## src/rtl/riscv_irq_ctrl.sv

```systemverilog
// riscv_irq_ctrl: fixed-priority interrupt controller sitting between the
// peripherals and riscv_core.  It grants one masked request at a time and
// holds that grant until the core returns from the trap handler.
//
// Build option: define IRQ_EDGE_EN for edge-triggered sources, which are
// captured in a pending register.  Without it the sources are
// level-sensitive and are used directly as the pending vector.
//
// Core handshake: irq_req_o rises with irq_cause_o valid, and both stay
// stable until the core pulses irq_ret_i (its mret).  At that edge the
// grant drops, irq_ack_o pulses one-hot for one cycle to the serviced
// source, and there is at least one idle cycle before the next grant.
// irq_ret_i is ignored while no grant is outstanding.

module riscv_irq_ctrl #(
    parameter int          N_SRC      = 16,
    parameter logic [31:0] CAUSE_BASE = 32'h8000_0010
) (
    input  logic             clk_i,
    input  logic             rst_i,
    input  logic [N_SRC-1:0] irq_src_i,
    input  logic [N_SRC-1:0] irq_mask_i,
    input  logic             irq_ret_i,
    output logic             irq_req_o,
    output logic [31:0]      irq_cause_o,
    output logic [N_SRC-1:0] irq_ack_o
);

    typedef enum logic {
        ST_IDLE   = 1'b0,
        ST_ACTIVE = 1'b1
    } state_t;

    state_t             r_state;
    state_t             w_state_next;
    logic [3:0]         r_id;
    logic [3:0]         w_id_next;
    logic               r_req;
    logic               w_req_next;
    logic [31:0]        r_cause;
    logic [31:0]        w_cause_next;
    logic [N_SRC-1:0]   r_ack;
    logic [N_SRC-1:0]   w_ack_next;

    logic [N_SRC-1:0]   w_pending;
    logic [N_SRC-1:0]   w_req_vec;
    logic [N_SRC-1:0]   w_id_onehot;
    logic [3:0]         w_win_id;
    logic               w_ret_active;

    // The grant being retired this cycle; drives both the ack and the clear.
    assign w_ret_active = (r_state == ST_ACTIVE) && irq_ret_i;

`ifdef IRQ_EDGE_EN
    logic [N_SRC-1:0]   r_src_q;
    logic [N_SRC-1:0]   r_pending;
    logic [N_SRC-1:0]   w_clear;
    logic [N_SRC-1:0]   w_set;

    assign w_set   = irq_src_i & ~r_src_q;
    assign w_clear = w_ret_active ? w_id_onehot : '0;

    // Capture rising edges; a fresh edge wins over the clear of the same bit
    // so an interrupt arriving during mret is not lost.
    always_ff @(posedge clk_i) begin
        if (rst_i) begin
            r_src_q   <= '0;
            r_pending <= '0;
        end else begin
            r_src_q   <= irq_src_i;
            r_pending <= (r_pending & ~w_clear) | w_set;
        end
    end

    assign w_pending = r_pending;
`else
    // Level sources: the line itself is the pending state; the peripheral
    // drops it in response to irq_ack_o.
    assign w_pending = irq_src_i;
`endif

    assign w_req_vec = w_pending & irq_mask_i;

    // Lowest index wins: scan downward so the last hit is the smallest index.
    always_comb begin
        w_win_id = 4'd0;
        for (int i = N_SRC - 1; i >= 0; i--) begin
            if (w_req_vec[i]) begin
                w_win_id = 4'(i);
            end
        end
    end

    // One-hot decode of the frozen grant id.
    always_comb begin
        w_id_onehot = '0;
        for (int i = 0; i < N_SRC; i++) begin
            w_id_onehot[i] = (r_id == 4'(i));
        end
    end

    // Next state and next registered outputs.
    always_comb begin
        w_state_next = r_state;
        w_id_next    = r_id;
        w_req_next   = 1'b0;
        w_cause_next = 32'd0;
        w_ack_next   = '0;
        case (r_state)
            ST_IDLE: begin
                if (|w_req_vec) begin
                    w_state_next = ST_ACTIVE;
                    w_id_next    = w_win_id;
                    w_req_next   = 1'b1;
                    w_cause_next = CAUSE_BASE + {28'd0, w_win_id};
                end
            end
            ST_ACTIVE: begin
                if (irq_ret_i) begin
                    w_state_next = ST_IDLE;
                    w_ack_next   = w_id_onehot;
                end else begin
                    // Grant is frozen: no preemption, mask changes ignored.
                    w_req_next   = 1'b1;
                    w_cause_next = CAUSE_BASE + {28'd0, r_id};
                end
            end
            default: begin
                w_state_next = ST_IDLE;
            end
        endcase
    end

    // State and output registers; reset abandons any grant without an ack.
    always_ff @(posedge clk_i) begin
        if (rst_i) begin
            r_state <= ST_IDLE;
            r_id    <= 4'd0;
            r_req   <= 1'b0;
            r_cause <= 32'd0;
            r_ack   <= '0;
        end else begin
            r_state <= w_state_next;
            r_id    <= w_id_next;
            r_req   <= w_req_next;
            r_cause <= w_cause_next;
            r_ack   <= w_ack_next;
        end
    end

    assign irq_req_o   = r_req;
    assign irq_cause_o = r_cause;
    assign irq_ack_o   = r_ack;

endmodule

```

## config.mk

```make
export PLATFORM = sky130hd
export DESIGN_NAME = riscv_irq_ctrl
export DESIGN_NICKNAME = d
export VERILOG_FILES = /design/src/rtl/riscv_irq_ctrl.sv
export SDC_FILE = /design/constraint.sdc
export NUM_CORES = 1
export LEC_CHECK = 0
export ABC_AREA = 1
export BUFFER_PORTS_ARGS = -buffer_cell sky130_fd_sc_hd__buf_2
export CORE_ASPECT_RATIO = 1.1
export CORE_UTILIZATION = 40
export DETAILED_ROUTE_END_ITERATION = 16
export PLACE_DENSITY = 0.78
export SLEW_MARGIN = 20
export SYNTH_ARGS = -nofsm -noshare
export SYNTH_HDL_FRONTEND = slang
export SYNTH_SLANG_ARGS = --single-unit
```

## constraint.sdc

```tcl
create_clock -name clk_i -period 1.3 [get_ports clk_i]
set_input_delay 0.26 -clock clk_i [delete_from_list [all_inputs] [get_ports clk_i]]
set_output_delay 0.26 -clock clk_i [all_outputs]
set_load 0.1 [all_outputs]
```

# == Word level (Yosys, flattened, before mapping) ==
# Cells that the tools add are included.
# op_classes
add_sub_neg,2
n_reduce_logical,4
bitwise,3
n_mux,22
mul,0
div_mod_pow,0
eq_ne,15
magnitude_cmp,0
shifts,0
# ops
op,n
$add 32x4->32 const A,2
$mux 32,2
$mux 4,16
$pmux 32 s2,1
$eq 4x4->1 const B,8
$and 16x16->16,1
$eq 4x3->1 const B,4
$reduce_or 16->1,1
$eq 4x2->1 const B,2
$eq 4x1->1 const B,1
$logic_not 4->1,1
$reduce_or 3->1,1
$mux 1,2
$not 1->1,2
$pmux 1 s2,1
$reduce_and 2->1,1
# word_totals
latch_bits,0
out_inout_bits,49
ramBits,0
reg_bits,53
rom_bits,0
input_bits,35
memories,0

# == Depth between registers and ports, before layout ==
# Gate-level depths: netlist (run 1).
# depth
ltp_word,20
ltp_mapped,18
depth_no_buf,18

# == Worst setup path after synthesis (run 1) ==
# OpenSTA, ideal clock, no wires.
# synth_path
kind,reg2reg
from,"reg, netlist name irq_cause_o[4]"
to,reg r_cause[0] (netlist: irq_cause_o[0])
setup_time_ns,0.070
path_stages_with_launch,5
t_required_ns,1.230
slack_ns,-0.460
arrival_ns,1.689
path_cell_list,dfxtp_1 -> inv_1 -> nor2_1 -> nand2_1 -> a21oi_1
# synth_lines
item,line,text
"end signal, assigned",146,r_cause <= w_cause_next;
"end, declared",40,logic [31:0] r_cause;

# == Final worst setup path (run 1) ==
# layout_path
from,reg r_ack[12] (netlist: irq_ack_o[12])
to,out irq_ack_o[12]
# layout_lines
item,line,text
"start, declared",42,logic [N_SRC-1:0] r_ack;
"start signal, assigned",147,r_ack <= w_ack_next;
"end, declared",26,output logic [N_SRC-1:0] irq_ack_o
# No word-level cell between the ends.

==> metrics.cfg, run 1 <==
[global_route]
grt_remaining_overflow=0
grt_usage_pct=15.06
grt_pass1_wl_microns=3615
antenna_found_initial=0
grt_pass1_vias=916
grt_max_degree=15

[pwr]
swShare_pct=43.21
p_seq_share_pct=42.8
clkPwrFrac_pct=17.2
ir_worst_vdd_uv=727.2
power_frac_comb_pct=39.9
p_leak_uw=0.0008886
power.density_nw_per_um2=1133
p_int_uw=1076
p_sw_uw=818.6

[synth]
ys.warnings.count=0
synth_top_area_share_pct=41.93
synth_area_leaders=dfxtp_1 42%, buf_4 18%, nand2_1 16%
ys_seq_area_share_pct=41.93
synth.largest_area_cell=dfxtp_1
synthCells=164
synth_xor_area_share_pct=0
synth_seq_cells=25
avgSynthCellArea_sq_um=7.278
synthAdderAreaFrac_pct=0
synth-compound-area-share_pct=7.338
muxShareOfSynthArea_pct=0
synth_cell_types=17
syn-cell-area_sq_um=1194
synthSimpleGateAreaFrac_pct=30.29
synth_top_family_by_area=simple AND/OR/NAND/NOR gates

[routing]
num_vias=1102
drt-total-wl_microns=2121
first_pass_iters=4
drc_errors=0
viasPerCell=4.158
drt_iter0_markers=11
wl_per_cell_microns=8.004
ant_nets=0

[placement]
placedInstanceArea_sq_um=1607
pre_cts_ws_ps=-85.14
gp_congestion=0.7618
placed_cells=261
hpwl_microns=1815
port_buffers=57

[cts]
cts_sinks=25
h-tree-depth=1
cts_buffers=3
clkTransAtPathRegs_ps=130
root_buffer=clkbuf_4
clock_path_buffers=2
clock_latency_ps=310
post_cts_buffers=0
cts_tree=built

[sta]
slew_violations=0
setup_ws_ps=109.6
whs_ps=209.1
tns_ps=0
fin_crit_ps=1190
rsz0062_at_grt=false
timing.fmax_mhz=840.0
setup_violations=0
finalCritPeriodShare_pct=91.57
final_hold_viol_count=0
fin_skew_ps=9.378

[die]
ios=84
std_cell_rows=20
die_area_sq_um=3207
dieHeight_microns=59.29
die_w_microns=54.09
coreArea_sq_um=2803
initial_core_util_pct=42.59

[layout]
mostFrequentLayoutCell=nand2_1
final_nets=268
finalInstanceArea_sq_um=1672
diodes=0
mostFrequentLayoutCells=50 x nand2_1, 34 x buf_2, 28 x nor2_1
drive_above_1_share_pct=34.48
nFillCells=272
areaGrowthSynthToFinish_pct=40.04
layout.cells.non_filler=265

[setup_path]
crit_family=flip-flops
cp_max_fo=1
cp.buffers_inverters=1
critPathKind=flip-flop to primary output
worst_setup_path_end_kind=primary output
cp_data_arrival_time_ps=930
start_kind=flip-flop
slowest_stage=dfxtp_1
cp_cell_sequence=buf_4
cp_data_required_time_ps=1040
ff2ff_setup_slack_ps=180
slowest_delay_ps=340

[hold_path]
worst_hold_path_type=input pin to flip-flop

[flow_run]
maxCapViolCount=0

[outcome]
status=finished, final reports clean

## repair_timing
| item | 4_1_cts | 5_1_grt |
|---|---|---|
| setup endpoints to repair | 15 | 0 |
| hold buffers | 0 | 0 |
| gates resized for setup | 15 | 0 |
## cell usage after synthesis
master and number:
nand2_1 50, buf_4 28, nor2_1 28, dfxtp_1 25, a21oi_1 9, inv_1 7, nand2_2 4, nand3_1 3
nand2_4 2, a31oi_1 1, clkbuf_1 1, conb_1 1, nand4_1 1, o21ai_1 1, o21ai_4 1, o21bai_1 1
o31ai_1 1
## power by group through the flow
stage | clock, uW | combinational (uW) | sequential, uW
2_1_floorplan | 0 | 556 | 911
3_3_place_gp | 0 | 751 | 828
3_5_place_dp | 0 | 756 | 829
4_1_cts | 340 | 758 | 812
5_1_grt | 378 | 798 | 817
6_report | 327 | 756 | 812
## cells by family (layout without fill, tap and decap cells)
group	count (synthesis)	in the layout
AND/OR/NAND/NOR	88	88
AO/OA/AOI/OAI	14	14
flip-flops	25	25
other	1	26
buffers and inverters	36	79
## flip-flops by register name, summed over array words and instances, names as in the netlist
register,cells
irq_ack_o,16
irq_cause_o,5
r_id,4
## final timing paths
| check | to | from | cells after the start |
|---|---|---|---|
| worst min-delay path | r_id[0] | rst_i | 2 |
| worst max-delay path | irq_ack_o[12] | irq_ack_o[12] | 1 |
| worst min register to register | r_id[0] | r_id[0] | 2 |
| worst max register to register | irq_cause_o[3] | irq_cause_o[4] | 4 |
## layer usage
layer | share of wire, % | GRT usage [%]
met2 | 52 | 28.40
met4 | 0.94 | 6.593
met1 | 38 | 15.73
met3 | 8.2 | 2.564
met5 | 0 | 0
## cell type report
class,instances,area (sq um),area share (%)
multi-input cells,128,546.8,32.71
repair buffers,68,525.5,31.44
flip-flops and latches,25,504.2,30.16
well taps,33,41.29,2.470
inverters,7,26.28,1.572
clock buffers,3,22.52,1.347
clock inverters,1,5.005,0.2994
## metrics by stage
step / utilization [%] / power, uW
after floorplan: - / 1467
after global placement: 57.32 / 1579
after detailed placement: 57.32 / 1584
after CTS: 59.64 / 1910
after global routing: 59.64 / 1993
final: 59.64 / 1894
Power figures use the tool's default switching activity.
==> run 2, diff against run 1 <==
--- a/config.mk
+++ b/config.mk
@@ -5,13 +5,13 @@
 export SDC_FILE = /design/constraint.sdc
 export NUM_CORES = 1
 export LEC_CHECK = 0
-export ABC_AREA = 1
 export BUFFER_PORTS_ARGS = -buffer_cell sky130_fd_sc_hd__buf_2
 export CORE_ASPECT_RATIO = 1.1
-export CORE_UTILIZATION = 40
+export CORE_UTILIZATION = 41
 export DETAILED_ROUTE_END_ITERATION = 16
-export PLACE_DENSITY = 0.78
+export PLACE_DENSITY = 0.79
 export SLEW_MARGIN = 20
 export SYNTH_ARGS = -nofsm -noshare
 export SYNTH_HDL_FRONTEND = slang
 export SYNTH_SLANG_ARGS = --single-unit
+export TNS_END_PERCENT = 1
==> metrics.cfg, run 2 <==
[pwr]
p_sw_uw=800.0
p_int_uw=1087
power_uw=1887
swShare_pct=42.39
power.density_nw_per_um2=1096
ir_worst_vdd_uv=1117
p_seq_share_pct=43.6
power_frac_comb_pct=39.5
p_leak_uw=0.0008612
clkPwrFrac_pct=17.0

[routing]
drt-total-wl_microns=2443
wl_per_cell_microns=9.931
drt_iter0_markers=20
viasPerCell=4.764
drc_errors=0
first_pass_iters=5
num_vias=1172
ant_nets=0

[setup_path]
start_kind=input pin
critPathKind=input pin to flip-flop
cp_max_fo=5
worst_setup_path_end_kind=flip-flop
cp_data_required_time_ps=1510
cp_data_arrival_time_ps=1450

[cts]
cts_tree=built
clkTransAtPathRegs_ps=120
h-tree-depth=1
clock_path_buffers=2
clock_latency_ps=300
root_buffer=clkbuf_4
cts_buffers=3
post_cts_buffers=0
cts_sinks=25

[die]
std_cell_rows=20
initial_core_util_pct=44.42
ios=84
die_w_microns=54.78
coreArea_sq_um=2828
dieHeight_microns=60.06
die_area_sq_um=3290

[sta]
finalCritPeriodShare_pct=95.68
fin_skew_ps=1.256
whs_ps=180.8
timing.fmax_mhz=804.0
slew_violations=0
setup_violations=0
final_hold_viol_count=0
fin_crit_ps=1244
rsz0062_at_grt=false

[synth]
synth_common_cells=28 x buf_4, 25 x dfxtp_1, 20 x nor2_1
ys.warnings.count=0
yosysMostFrequentCell=buf_4
dominantRegCellSynth=dfxtp_1
synth_top_area_share_pct=39.84
synth.largest_area_cell=dfxtp_1
synthCells=148
synth_area_leaders=dfxtp_1 40%, buf_4 17%, nor2_1 6.0%
ys_seq_area_share_pct=39.84
ys_async_sr_fraction_pct=0
synth_enable_flop_cells=0
synth_seq_cells=25
syn-cell-area_sq_um=1256
synth_cell_types=33
avgSynthCellArea_sq_um=8.488

[global_route]
grt_remaining_overflow=0
antenna_found_initial=0
grt_pass1_vias=1037
grt_pass1_wl_microns=4050
grt_max_degree=14
grt_usage_pct=16.37

[hold_path]
worst_hold_path_type=input pin to flip-flop

[placement]
hpwl_microns=2099
gp_congestion=0.8344
placed_cells=243
port_buffers=57

[layout]
nFillCells=260
diodes=0
layout.cells.non_filler=246
final_nets=249
mostFrequentLayoutCells=34 x buf_2, 26 x conb_1, 24 x dfxtp_1
drive_above_1_share_pct=37.09
areaGrowthSynthToFinish_pct=37.05
mostFrequentLayoutCell=buf_2
largest_reg_flops=16

[flow_run]
maxCapViolCount=0

[outcome]
status=finished, final reports clean

-- run 2: cell count changes in the layout (fill, tap and decap cells not counted), moves of 3 or more --
cell and delta:
nand2_1 -31, a21o_1 +6, nor2_1 -8, nand2_2 -4, a21oi_1 -8, nor3_1 +5
buf_4 -3, inv_1 -6, a22oi_1 +7, and2_1 +3, nand2b_1 +3
-- run 2: final cells by class --
cell class	instances	area, sq um	share of cell area, %
flip-flops and latches	25	504.2	29.29
inverters	1	3.754	0.2180
multi-input cells	116	628.1	36.48
well taps	33	41.29	2.398
clock buffers	4	26.28	1.526
repair buffers	67	518.0	30.09
-- run 2: repair_timing --
action | 4_1_cts | 5_1_grt
hold buffers | 0 | 0
resized for setup | 13 | 2
endpoints found under the setup margin | 16 | 2
-- run 2: routing by layer --
metal | share of wire (%) | GRT usage [%] | vias up | routed length, microns
met5 | 0 | 0 | - | 0
li1 | - | - | 591 | -
met2 | 55 | 32.01 | 50 | 1352
met3 | 6.8 | 3.053 | 2 | 167
met1 | 37 | 16.51 | 529 | 901
met4 | 0.86 | 5.128 | 0 | 21
-- run 2: final timing paths --
kind / start / to / slack, ps / cells past startpoint
setup / recovery: irq_src_i[3] / irq_cause_o[0] / 60 / 6
hold / removal: irq_ret_i / irq_cause_o[4] / 180 / 2
setup reg to reg: irq_cause_o[4] / irq_ack_o[0] / 110 / 3
hold reg to reg: r_id[3] / r_id[3] / 570 / 2
-- run 2: through the flow --
stage	setup slack (ps)	utilization, %	cell area, sq um	setup TNS (ps)
4_1_cts	3.624	60.71	1717	0
5_1_grt	3.900	60.89	1722	0
3_3_place_gp	-235.5	58.89	1665	-1697
3_5_place_dp	-264.0	58.89	1665	-1928
6_report	56.18	60.89	1722	0
2_1_floorplan	-59.30	-	1365	-182.1
-- run 2: cell families after synthesis --
kind of cell,Yosys count,synth area share (%)
AOI/OAI and AO/OA,27,16.73
buffers and inverters,32,18.03
DFF,25,39.84
other,1,0.2985
and+or+nand+nor,63,25.10
-- run 2: power groups by stage --
stage          sequential (uW)  combinational, uW  clock [uW]
2_1_floorplan              909                561           0
3_3_place_gp               834                748           0
3_5_place_dp               834                753           0
4_1_cts                    823                746         330
5_1_grt                    829                779         364
6_report                   823                745         320
-- run 2: worst max-delay path, cell delays in order --
cell,delay [ps]
buf_2,100
a222oi_1,420
and4_4,320
a21o_4,150
nor3_2,50
a21o_1,150
